**config.mk**
```make
export PLATFORM = sky130hd
export DESIGN_NAME = mac_cluster_seq
export DESIGN_NICKNAME = d
export VERILOG_FILES = /design/src/rtl/mac_seq_pkg.sv /design/src/rtl/mac_seq_perf.sv /design/src/rtl/mac_cluster_seq.sv
export SDC_FILE = /design/constraint.sdc
export NUM_CORES = 1
export LEC_CHECK = 0
export ABC_CLOCK_PERIOD_IN_PS = 2200
export CAP_MARGIN = 20
export CELL_PAD_IN_SITES_DETAIL_PLACEMENT = 0
export CELL_PAD_IN_SITES_GLOBAL_PLACEMENT = 1
export CORE_MARGIN = 10
export CORE_UTILIZATION = 34
export CTS_CLUSTER_SIZE = 28
export DETAILED_ROUTE_END_ITERATION = 8
export MAX_ROUTING_LAYER = met4
export PLACE_DENSITY = 0.82
export SKIP_CTS_REPAIR_TIMING = 1
export SYNTH_ARGS = -nofsm -noshare
export SYNTH_HDL_FRONTEND = slang
export SYNTH_SLANG_ARGS = --single-unit
```
**constraint.sdc**
```tcl
create_clock -name clk -period 2.2 [get_ports clk]
set_input_delay 0.33 -clock clk [delete_from_list [all_inputs] [get_ports clk]]
set_output_delay 0.33 -clock clk [all_outputs]
set_load 0.005 [all_outputs]
```
**src/rtl/mac_seq_pkg.sv**
```systemverilog
// Shared widths, FSM state type and helpers for the MAC cluster sequencer.
package mac_seq_pkg;

    localparam int unsigned ADDR_W = 5;
    localparam int unsigned PASS_W = 8;
    localparam int unsigned PERF_W = 16;

    typedef enum logic [2:0] {
        StIdle,
        StClear,
        StRun,
        StBubble,
        StDrain
    } state_e;

    function automatic logic [PERF_W-1:0] sat_inc(input logic [PERF_W-1:0] v);
        return (&v) ? v : v + PERF_W'(1);
    endfunction

endpackage

```
**src/rtl/mac_seq_perf.sv**
```systemverilog
// Saturating busy/stall cycle counters, cleared when a new job is accepted.
module mac_seq_perf
    import mac_seq_pkg::*;
(
    input  logic              clk,
    input  logic              rst_n,
    input  logic              clear,
    input  logic              busy,
    input  logic              stall,
    output logic [PERF_W-1:0] perf_busy,
    output logic [PERF_W-1:0] perf_stall
);

    logic [PERF_W-1:0] busy_q;
    logic [PERF_W-1:0] stall_q;

    always_ff @(posedge clk or negedge rst_n) begin
        if (!rst_n) begin
            busy_q  <= '0;
            stall_q <= '0;
        end else if (clear) begin
            busy_q  <= '0;
            stall_q <= '0;
        end else begin
            if (busy) begin
                busy_q <= sat_inc(busy_q);
            end
            if (stall) begin
                stall_q <= sat_inc(stall_q);
            end
        end
    end

    assign perf_busy  = busy_q;
    assign perf_stall = stall_q;

endmodule

```
**src/rtl/mac_cluster_seq.sv**
```systemverilog
// Job sequencer for the MAC cluster: pass-major beat walk with cache write-back.
// Define MAC_SEQ_PERF_EN to build the busy/stall performance counters.
module mac_cluster_seq
    import mac_seq_pkg::*;
(
    input  logic              clk,
    input  logic              rst_n,
    input  logic              start,
    input  logic [ADDR_W-1:0] cfg_num_out,
    input  logic [PASS_W-1:0] cfg_num_pass,
    input  logic              cfg_bias_en,
    input  logic              cfg_relu_en,
    input  logic              op_valid,
    output logic              op_ready,
    output logic              mac_en,
    output logic              mac_add_bias,
    output logic              mac_relu,
    output logic              mac_done,
    output logic              mac_cache_clear,
    output logic [ADDR_W-1:0] mac_rd_addr,
    output logic [ADDR_W-1:0] mac_wr_addr,
    output logic              mac_wr_en,
    output logic              out_valid,
    output logic [ADDR_W-1:0] out_addr,
    output logic              busy,
    output logic              job_done,
    output logic [PERF_W-1:0] perf_busy,
    output logic [PERF_W-1:0] perf_stall
);

    state_e            state_q, state_d;
    logic [ADDR_W-1:0] num_out_q, addr_q, addr_d, wr_addr_q, out_addr_q;
    logic [PASS_W-1:0] num_pass_q, pass_q, pass_d;
    logic              bias_en_q, relu_en_q, wr_en_q, out_valid_q, job_done_q;
    logic              accept, beat, last_addr, last_pass, last_beat;

    assign accept    = (state_q == StIdle) & start;
    assign op_ready  = (state_q == StRun);
    assign beat      = op_valid & op_ready;
    assign last_addr = (addr_q == num_out_q);
    assign last_pass = (pass_q == num_pass_q);
    assign last_beat = last_addr & last_pass;

    always_comb begin
        state_d = state_q;
        addr_d  = addr_q;
        pass_d  = pass_q;
        unique case (state_q)
            StIdle: begin
                if (start) begin
                    state_d = StClear;
                end
            end
            StClear: begin
                state_d = StRun;
                addr_d  = '0;
                pass_d  = '0;
            end
            StRun: begin
                if (beat) begin
                    if (last_beat) begin
                        state_d = StDrain;
                        addr_d  = '0;
                        pass_d  = '0;
                    end else begin
                        if (last_addr) begin
                            addr_d = '0;
                            pass_d = pass_q + PASS_W'(1);
                        end else begin
                            addr_d = addr_q + ADDR_W'(1);
                        end
                        // Single output: next beat would read the entry still being written.
                        if (num_out_q == '0) begin
                            state_d = StBubble;
                        end
                    end
                end
            end
            StBubble: state_d = StRun;
            StDrain:  state_d = StIdle;
            default:  state_d = StIdle;
        endcase
    end

    always_ff @(posedge clk or negedge rst_n) begin
        if (!rst_n) begin
            state_q     <= StIdle;
            addr_q      <= '0;
            pass_q      <= '0;
            num_out_q   <= '0;
            num_pass_q  <= '0;
            bias_en_q   <= 1'b0;
            relu_en_q   <= 1'b0;
            wr_en_q     <= 1'b0;
            wr_addr_q   <= '0;
            out_valid_q <= 1'b0;
            out_addr_q  <= '0;
            job_done_q  <= 1'b0;
        end else begin
            state_q     <= state_d;
            addr_q      <= addr_d;
            pass_q      <= pass_d;
            if (accept) begin
                num_out_q  <= cfg_num_out;
                num_pass_q <= cfg_num_pass;
                bias_en_q  <= cfg_bias_en;
                relu_en_q  <= cfg_relu_en;
            end
            wr_en_q     <= beat & ~last_pass;
            wr_addr_q   <= addr_q;
            out_valid_q <= beat & last_pass;
            out_addr_q  <= addr_q;
            job_done_q  <= (state_q == StDrain);
        end
    end

    assign mac_en          = beat;
    assign mac_add_bias    = beat & bias_en_q & (pass_q == '0);
    assign mac_done        = beat & last_pass;
    assign mac_relu        = beat & last_pass & relu_en_q;
    assign mac_cache_clear = (state_q != StClear);
    assign mac_rd_addr     = addr_q;
    assign mac_wr_addr     = wr_addr_q;
    assign mac_wr_en       = wr_en_q;
    assign out_valid       = out_valid_q;
    assign out_addr        = out_addr_q;
    assign busy            = (state_q != StIdle);
    assign job_done        = job_done_q;

`ifdef MAC_SEQ_PERF_EN
    logic stall;
    assign stall = ((state_q == StRun) & ~op_valid) | (state_q == StBubble);

    mac_seq_perf u_perf (
        .clk        (clk),
        .rst_n      (rst_n),
        .clear      (accept),
        .busy       (busy),
        .stall      (stall),
        .perf_busy  (perf_busy),
        .perf_stall (perf_stall)
    );
`else
    assign perf_busy  = '0;
    assign perf_stall = '0;
`endif

endmodule

```
**Yosys cells after proc, flatten, opt, wreduce, memory -nomap -nowiden**

Index checks and enable logic that the tools add are counted.

- Register bits after elaboration: 39
- Latch bits: 0
- Memory bits (writable): 0
- Memory bits (read-only): 0
- Bits of input ports: 19
- Logic and storage cells: 55
- Memories: 0

- Add/subtract/negate cells: 2
- $mul: 0
- Divide/modulo/power cells: 0
- Magnitude comparators: 0
- Eq/ne operators: 11
- Shifts and indexed selects: 0
- Mux-type cells: 13
- Bitwise operators: 9
- Reduce and logical (&&, ||, !) cells: 9

Operator list:

| cell | number |
|---|---|
| 2-to-1 mux 8 bit | 3 |
| case mux 8 bit (2 select lines) | 1 |
| 2-to-1 mux 5 bit | 3 |
| 2-to-1 mux 3 bit | 4 |
| case mux 5 bit (2 select lines) | 1 |
| != test 3 x 1 -> 1 bit, second input constant | 3 |
| case mux 3 bit (3 select lines) | 1 |
| adder 8 x 1 -> 8 bit, second input constant | 1 |
| bitwise AND 1 bit | 8 |
| == test 8 bit | 1 |
| zero test 8 bit | 1 |
| == test 3 x 2 -> 1 bit, second input constant | 2 |
| AND reduction 3 bit | 2 |
| adder 5 x 1 -> 5 bit, second input constant | 1 |
| == test 5 bit | 1 |
| zero test 5 bit | 1 |
| == test 3 x 1 -> 1 bit, second input constant | 1 |
| == test 3 bit, second input constant | 1 |
| zero test 3 bit | 1 |
| nonzero test 3 bit | 1 |
| != test 2 x 1 -> 1 bit, second input constant | 1 |
| != test 2 bit, second input constant | 1 |
| AND reduction 2 bit | 1 |
| nonzero test 2 bit | 1 |
| other kinds (2) | 2 |

**Logic depth before layout (Yosys ltp)**

Gate-level depths: netlist (run 1).

- Depth after elaboration: 5
- Gate-level depth with buffers: 7
- Depth with buffers taken out: 6

**Worst setup path after synthesis (run 1)**

No wires, ideal clock.

- Path type: register to register
- Start: register state_q[2]
- End: register bias_en_q
- Arrival: 1.533 ns
- Data required time: 2.075 ns
- Path slack: 0.542 ns
- Cell stages (with the launch flop): 6
- Buffers on the path: 2
- Period minus slack after synthesis: 1.658 ns
- Cell sequence: dfrtp_1 -> or3_1 -> buf_2 -> nor2_8 -> buf_6 -> mux2_2

- Cells in the longest elaborated chain, start to end: 2

Ends and longest elaborated chain:

| item | line | source |
|---|---|---|
| from (decl) | mac_cluster_seq.sv:31 | `state_e state_q, state_d;` |
| from (signal assigned) | mac_cluster_seq.sv:87 | `state_q <= StIdle;` |
| from (signal assigned) | mac_cluster_seq.sv:100 | `state_q <= state_d;` |
| zero test 3 bit | mac_cluster_seq.sv:37 | `assign accept = (state_q == StIdle) & start;` |
| bitwise AND 1 bit | mac_cluster_seq.sv:37 |  |
| to (signal assigned) | mac_cluster_seq.sv:106 | `bias_en_q <= cfg_bias_en;` |
| to (decl) | mac_cluster_seq.sv:34 | `logic bias_en_q, relu_en_q, wr_en_q, out_valid_q, job_done_q;` |

Every way passes these cells.
A chain may end at the register's enable or synchronous reset.

**Worst setup path in the final report (run 1)**

- Start: register state_q[2]
- End: output busy

- Cells in the longest elaborated chain, start to end: 1

Ends and longest elaborated chain:

| item | line | source |
|---|---|---|
| nonzero test 3 bit | mac_cluster_seq.sv:127 | `assign busy = (state_q != StIdle);` |
| to (decl) | mac_cluster_seq.sv:25 | `output logic busy,` |

Every way passes these cells.

==> results by group, run 1 <==
Yosys
  • YS warnings: 0
  • Largest cells by area after synthesis: dfrtp_1 45%, buf_4 13%, mux2_2 7.7%
  • Synth Area per Inst: 10.94 µm²
  • Count leader, synth: dfrtp_1
  • Cell Area, Synth: 2188 µm²
  • Synth top area share: 44.60%
  • Synth area leader: dfrtp_1
  • Number of synthesized flops with an enable pin: 0
  • Post-synth top cells: 39 x dfrtp_1, 38 x buf_4, 15 x mux2_2, 11 x nand2_1, 9 x nor2_1
  • Gate Count Post-Synth: 200
  • Async SR Flop Fraction: 100.0%
  • Ys flop type: dfrtp_1
  • Synth Register Bits: 39
  • Post-synthesis cell type count: 41
  • Register area share after synthesis: 44.60%

Timing
  • Slew Viols, Final: 0
  • Hold Slack: 0.1474 ns
  • Unrepaired setup endpoints after global routing: no
  • FMAX: 0.4747 GHz
  • Tcrit/Tclk final: 95.76%
  • Setup slack after layout: 0.09323 ns
  • Fin Clk Skew: 0.005656 ns
  • Endpoints failing setup: 0
  • Hold Fails Final Rpt: 0
  • Slew HR: 42.44%
  • Least-Margin Pin Slew: 0.8633 ns
  • Tmin final: 2.107 ns

Floorplan
  • Num rows: 29
  • Area of the core: 6314 µm²
  • Die ar.: 10050 µm²
  • Die width: 100.2 µm
  • Initial core utilization: 34.66%
  • Ports: 76
  • Chip height: 100.2 µm

CTS
  • Clk buf depth: 2
  • CTS tree: yes
  • CTS buffer count: 5
  • Clock sinks: 39
  • CTS H-tree lvls: 2
  • Worst skew pair latency: 0.29 ns
  • CTS root buf: clkbuf_8
  • Clk pin slew, worst setup/hold paths: 0.08 ns

Setup path
  • Slowest stage delay, CP: 0.52 ns
  • Critical-path cell list: or3_1 > clkdlybuf4s50_1
  • Required @ worst endpoint: 1.87 ns
  • Worst-path cell with the longest stage delay: or3_1
  • CP Launch Type: flop
  • Critical Path Fanout Max: 5
  • Setup crit start: state_q[2]$_DFFE_PN0P_
  • Setup CP Type: flop to output pin
  • Worst r2r src: state_q[2]$_DFFE_PN0P_
  • Data arrival time of the critical path: 1.78 ns
  • Crit. End Element: output pin

Detailed routing
  • Routed length per placed instance: 14.37 µm
  • Iteration-0 DRC Markers: 72
  • Pre-Repair DR Iteration Count: 4
  • Detail Route Antenna Nets: 0
  • Vias: 1551
  • WL final: 4872 µm
  • Via density: 4.575
  • DRC: 0

Placement
  • IO Port Bufs: 43
  • Post-DP HPWL: 3835 µm
  • Area after DPL: 2653 µm²
  • Routability cong.: 0.8466
  • Worst slack, placed: -0.1070 ns

Final layout
  • # diodes: 0
  • Register area: 979.7 µm²
  • Final Cell Area: 2834 µm²
  • Final core occ: 44.89%
  • Number of fill cells: 606
  • Share of cells above drive strength 1: 23.66%
  • Multi-input gate area in the final layout: 1011 µm²
  • Nets@finish: 283
  • Syn-to-layout area delta: 29.50%

Global routing
  • Largest net degree at the start of global routing: 40
  • Initial antenna violation count: 0
  • First-pass GRT wire length: 7652 µm
  • Tot GR Track Use: 9.410%
  • GR Overflow Total: 0
  • Vias in the first global route: 1581

Pwr
  • PwrDens: 1142 nW/µm²
  • Leakage: 1.307 nW
  • Worst IR Drop VDD: 0.0005695 V

Run
  • Max_cap viols: 0

Status
  • Outcome: finished clean

Worst hold path
  • Hold WC Path Type: input port to asynchronous set/reset pin
==> worst paths after layout <==
check                                         to  slack (ns)  cells past startpoint
setup / recovery                            busy        0.09                      2
hold / removal             out_addr[2]$_DFF_PN0_        0.15                      1
setup reg to reg           pass_q[5]$_DFFE_PN0P_        0.31                      7
hold reg to reg            out_addr[4]$_DFF_PN0_        0.47                      0
max in group asynchronous  pass_q[3]$_DFFE_PN0P_        1.46                      1
min in group clk           out_addr[4]$_DFF_PN0_        0.47                      0
==> per-stage QoR <==
stage,cells,TNS (ns),power (W)
2_1_floorplan,231,0,0.002049
3_3_place_gp,327,-0.3878,0.002580
3_5_place_dp,327,-0.3177,0.002616
4_1_cts,335,-0.5820,0.003244
5_1_grt,339,0,0.003444
6_report,339,0,0.003235
==> critical path, delay by kind of cell (launching register included) <==
kind | cells | cell delay (ns)
and+or+nand+nor | 1 | 0.52
buffers and inverters | 1 | 0.52
DFF | 1 | 0.44
==> logic make-up (layout without fill, tap and decap cells) <==
kind of cell,after synthesis,after routing,synth area share [%]
flops,39,39,44.60
compound gates,20,20,6.746
xor+xnor,16,16,6.404
mux,15,15,7.719
other cells,1,32,0.1714
buf+inv,48,79,15.32
fa+ha+maj,3,3,1.715
simple gates,58,58,17.32
==> metal layers <==
metal / vias up / part of all wire (%) / track usage, %
met5: - / 0 / -
met2: 55 / 48 / 14.99
li1: 738 / - / -
met3: 6 / 5.6 / 2.266
met1: 752 / 45 / 11.37
met4: 0 / 1.5 / 3.261
==> final cells by class <==
cell class / count / area share, %
tap: 77 / 3.400
clock buffer: 6 / 2.914
clock inverter: 2 / 1.236
sequential: 39 / 34.57
multi-input combinational: 144 / 35.67
timing repair buffer: 66 / 21.55
inverter: 5 / 0.6623
==> cells in the final DEF (no fill, tap or decap), drive strengths merged, types with 3 or more instances in the layout <==
cell type,n
dlymetal6s2s,5
nor3b,3
o21ai,4
mux2,15
nor2,10
a22oi,5
buf,24
clkbuf,6
and3,7
clkdlybuf4s50,37
nand4,4
inv,5
nand3,6
o31ai,5
conb,32
nand2,11
xnor2,8
xor2,8
nor3,5
dfrtp,39
ha,3
==> flip-flops by register name (all words and copies together) (netlist names) <==
register / cells
mac_rd_addr: 5
num_pass_q: 8
state_q: 3
out_valid: 1
job_done: 1
pass_q: 8
num_out_q: 5
bias_en_q: 1
mac_wr_en: 1
out_addr: 5
relu_en_q: 1
==> power by group <==
| part | switching (W) | leakage, nW | internal, W |
|---|---|---|---|
| clock network | 0.000257 | 0.0612 | 0.000367 |
| logic | 0.000595 | 0.785 | 0.000810 |
| registers | 0.000223 | 0.460 | 0.000982 |
No activity file was read; power rests on OpenSTA's default activity.
==> inputs of run 2 (changes only) <==
ABC_AREA = 1   (was default)
CORE_UTILIZATION = 33   (was 34)
PLACE_DENSITY = 0.83   (was 0.82)
SKIP_LAST_GASP = 1   (was default)
==> run 2 against run 1 <==
Compared with the run above:
- setup slack gained 0.035 ns
- clock power shrank 23%
- core utilization shrank 2.7 points
- combinational power shrank 52%
- total power shrank 36%
- sequential share of layout area shrank 0.91 points
- via count grew 22%
- die area grew 9.7%
==> results by group, run 2 <==
Yosys
  • YS warnings: 0
  • Post-synth top cells: 79 x nand2_1, 39 x dfrtp_1, 38 x buf_4, 35 x nor2_1, 34 x inv_1
  • Cell Area, Synth: 2382 µm²
  • Synth Area per Inst: 7.611 µm²
  • Synth Area in Adders: 1.576%
  • Synth area leader: dfrtp_1
  • Async SR Flop Fraction: 100.0%
  • Synth Area in Simple Gates: 27.63%
  • Register area share after synthesis: 40.97%
  • Compound-Gate Fraction of Synth Area: 4.989%
  • Ys flop type: dfrtp_1
  • Count leader, synth: nand2_1
  • Largest cells by area after synthesis: dfrtp_1 41%, nand2_1 12%, buf_4 12%
  • Gate Count Post-Synth: 313
  • Post-synthesis xor/xnor area fraction: 2.574%
  • Synth Register Bits: 39
  • Post-synthesis cell type count: 30
  • Synth top area share: 40.97%
  • Number of synthesized flops with an enable pin: 0
  • Mux cell area share after synthesis: 1.366%
  • Largest family of logic cells by synthesized area: simple AND/OR/NAND/NOR gates

Detailed routing
  • Detail Route Antenna Nets: 0
  • WL final: 5513 µm
  • DRC: 0
  • Via density: 4.128
  • Pre-Repair DR Iteration Count: 4
  • Iteration-0 DRC Markers: 105
  • Vias: 1899
  • Routed length per placed instance: 11.98 µm

CTS
  • Clk pin slew, worst setup/hold paths: 0.08 ns
  • Worst skew pair latency: 0.30 ns
  • CTS root buf: clkbuf_8
  • CTS H-tree lvls: 2
  • Clk buf depth: 2
  • Clock sinks: 39
  • CTS tree: yes
  • CTS buffer count: 5

Timing
  • Least-Margin Pin Slew: 0.5021 ns
  • Fin Clk Skew: 0.01261 ns
  • Setup slack after layout: 0.1279 ns
  • Slew HR: 66.53%
  • Post-route setup TNS: 0 ns
  • Unrepaired setup endpoints after global routing: no
  • Tcrit/Tclk final: 94.19%
  • Slew Viols, Final: 0
  • FMAX: 0.4826 GHz
  • Hold Slack: 0.07556 ns
  • Tmin final: 2.072 ns
  • Hold Fails Final Rpt: 0
  • Endpoints failing setup: 0

Final layout
  • Number of fill cells: 742
  • Biggest regs: num_pass_q (8), pass_q (8)
  • # diodes: 0
  • Share of cells above drive strength 1: 14.29%
  • Syn-to-layout area delta: 22.32%
  • Nets@finish: 385
  • Commonest non-fill, non-tap cell in the layout: nand2_1
  • Commonest cells after routing, fill and taps aside: 78 x nand2_1, 39 x clkdlybuf4s50_1, 35 x nor2_1, 35 x dfrtp_1, 34 x inv_1

Setup path
  • Required @ worst endpoint: 1.87 ns
  • Critical Path Fanout Max: 5
  • Data arrival time of the critical path: 1.74 ns
  • Critical-path cell list: nor3_4 > nand2_2 > inv_1 > clkdlybuf4s50_1
  • CP Launch Type: flop
  • CP bufs+invs: 2
  • Crit. End Element: output pin
  • CP top delay family: buffers and inverters
  • Setup CP Type: flop to output pin
  • WP depth: 4
  • Reg2Reg Depth: 5
  • Slowest stage delay, CP: 0.53 ns
  • Worst-path cell with the longest stage delay: clkdlybuf4s50_1

Pwr
  • Leakage: 1.601 nW
  • PwrDens: 715.7 nW/µm²
  • Worst IR Drop VDD: 0.0002991 V
  • Post-route total power: 0.002086 W

Global routing
  • Largest net degree at the start of global routing: 40
  • Tot GR Track Use: 10.08%
  • Vias in the first global route: 1882
  • Initial antenna violation count: 0
  • First-pass GRT wire length: 8949 µm
  • GR Overflow Total: 0

Placement
  • IO Port Bufs: 43
  • Routability cong.: 0.8317
  • Post-DP HPWL: 4292 µm
  • Worst slack, placed: 0.1180 ns

Floorplan
  • Die width: 105.0 µm
  • Area of the core: 6907 µm²
  • Chip height: 105.0 µm
  • Num rows: 30
  • Initial core utilization: 34.49%
  • Die ar.: 11020 µm²
  • Ports: 76

Worst hold path
  • Hold WC Path Type: input port to asynchronous set/reset pin

Status
  • Outcome: finished clean

Run
  • Max_cap viols: 0
-- run 2: layout make-up --
class	instances	area (µm²)	share of cell area [%]
Sequential cell	39	980.9	33.66
Clock buffer	6	72.57	2.490
Timing Repair Buffer	54	515.5	17.69
Inverter	47	176.4	6.054
Tap cell	96	120.1	4.122
Clock inverter	2	12.51	0.4294
Multi-Input combinational cell	216	1036	35.55
-- run 2: per-layer routing --
layer / global-route usage, % / share of wire, % / vias up / wire length, µm
li1: - / - / 990 / -
met1: 12.53 / 47 / 856 / 2607
met3: 2.641 / 4.8 / 7 / 266
met4: 4.020 / 1.6 / 0 / 88
met2: 15.21 / 46 / 46 / 2550
met5: - / 0 / - / 0
-- run 2: path summary, 6_finish.rpt --
path	startpoint	endpoint	slack [ns]
min in group clk	mac_rd_addr[3]$_DFFE_PN0P_	out_addr[3]$_DFF_PN0_	0.47
min reg2reg	mac_rd_addr[3]$_DFFE_PN0P_	out_addr[3]$_DFF_PN0_	0.47
max reg2reg	state_q[0]$_DFFE_PN0P_	num_out_q[4]$_DFFE_PN0P_	0.59
max in group asynchronous	rst_n	pass_q[5]$_DFFE_PN0P_	1.74
min	rst_n	out_addr[1]$_DFF_PN0_	0.08
max	state_q[0]$_DFFE_PN0P_	mac_en	0.13
-- run 2: power breakdown --
group	switching (W)	internal (W)	total (W)
combinational	0.000300	0.000377	0.000677
sequential	0.000111	0.000818	0.000929
clock	0.000258	0.000222	0.000480
total	0.000668	0.00142	0.00209
-- run 2: through the flow --
stage | instances | util (%) | cell area [µm²]
detailed placement | 446 | 40.02 | 2764
finish | 460 | 42.19 | 2914
global placement | 446 | 40.02 | 2764
floorplan | 344 | - | 2499
global route | 460 | 42.19 | 2914
CTS | 454 | 41.25 | 2849
-- run 2: kinds of logic after synthesis --
| kind of cell | Yosys count |
|---|---|
| adder cells (fa/ha/maj) | 3 |
| multiplexers | 3 |
| flip-flops | 39 |
| AO/OA/AOI/OAI | 22 |
| AND/OR/NAND/NOR | 149 |
| other | 1 |
| buffers and inverters | 89 |
| XOR/XNOR | 7 |
==> inputs of run 3 (changes only) <==
CAP_MARGIN = default   (was 20)
==> results of run 3 <==
The final DEF is identical to that of run 2; final timing and power are the same.
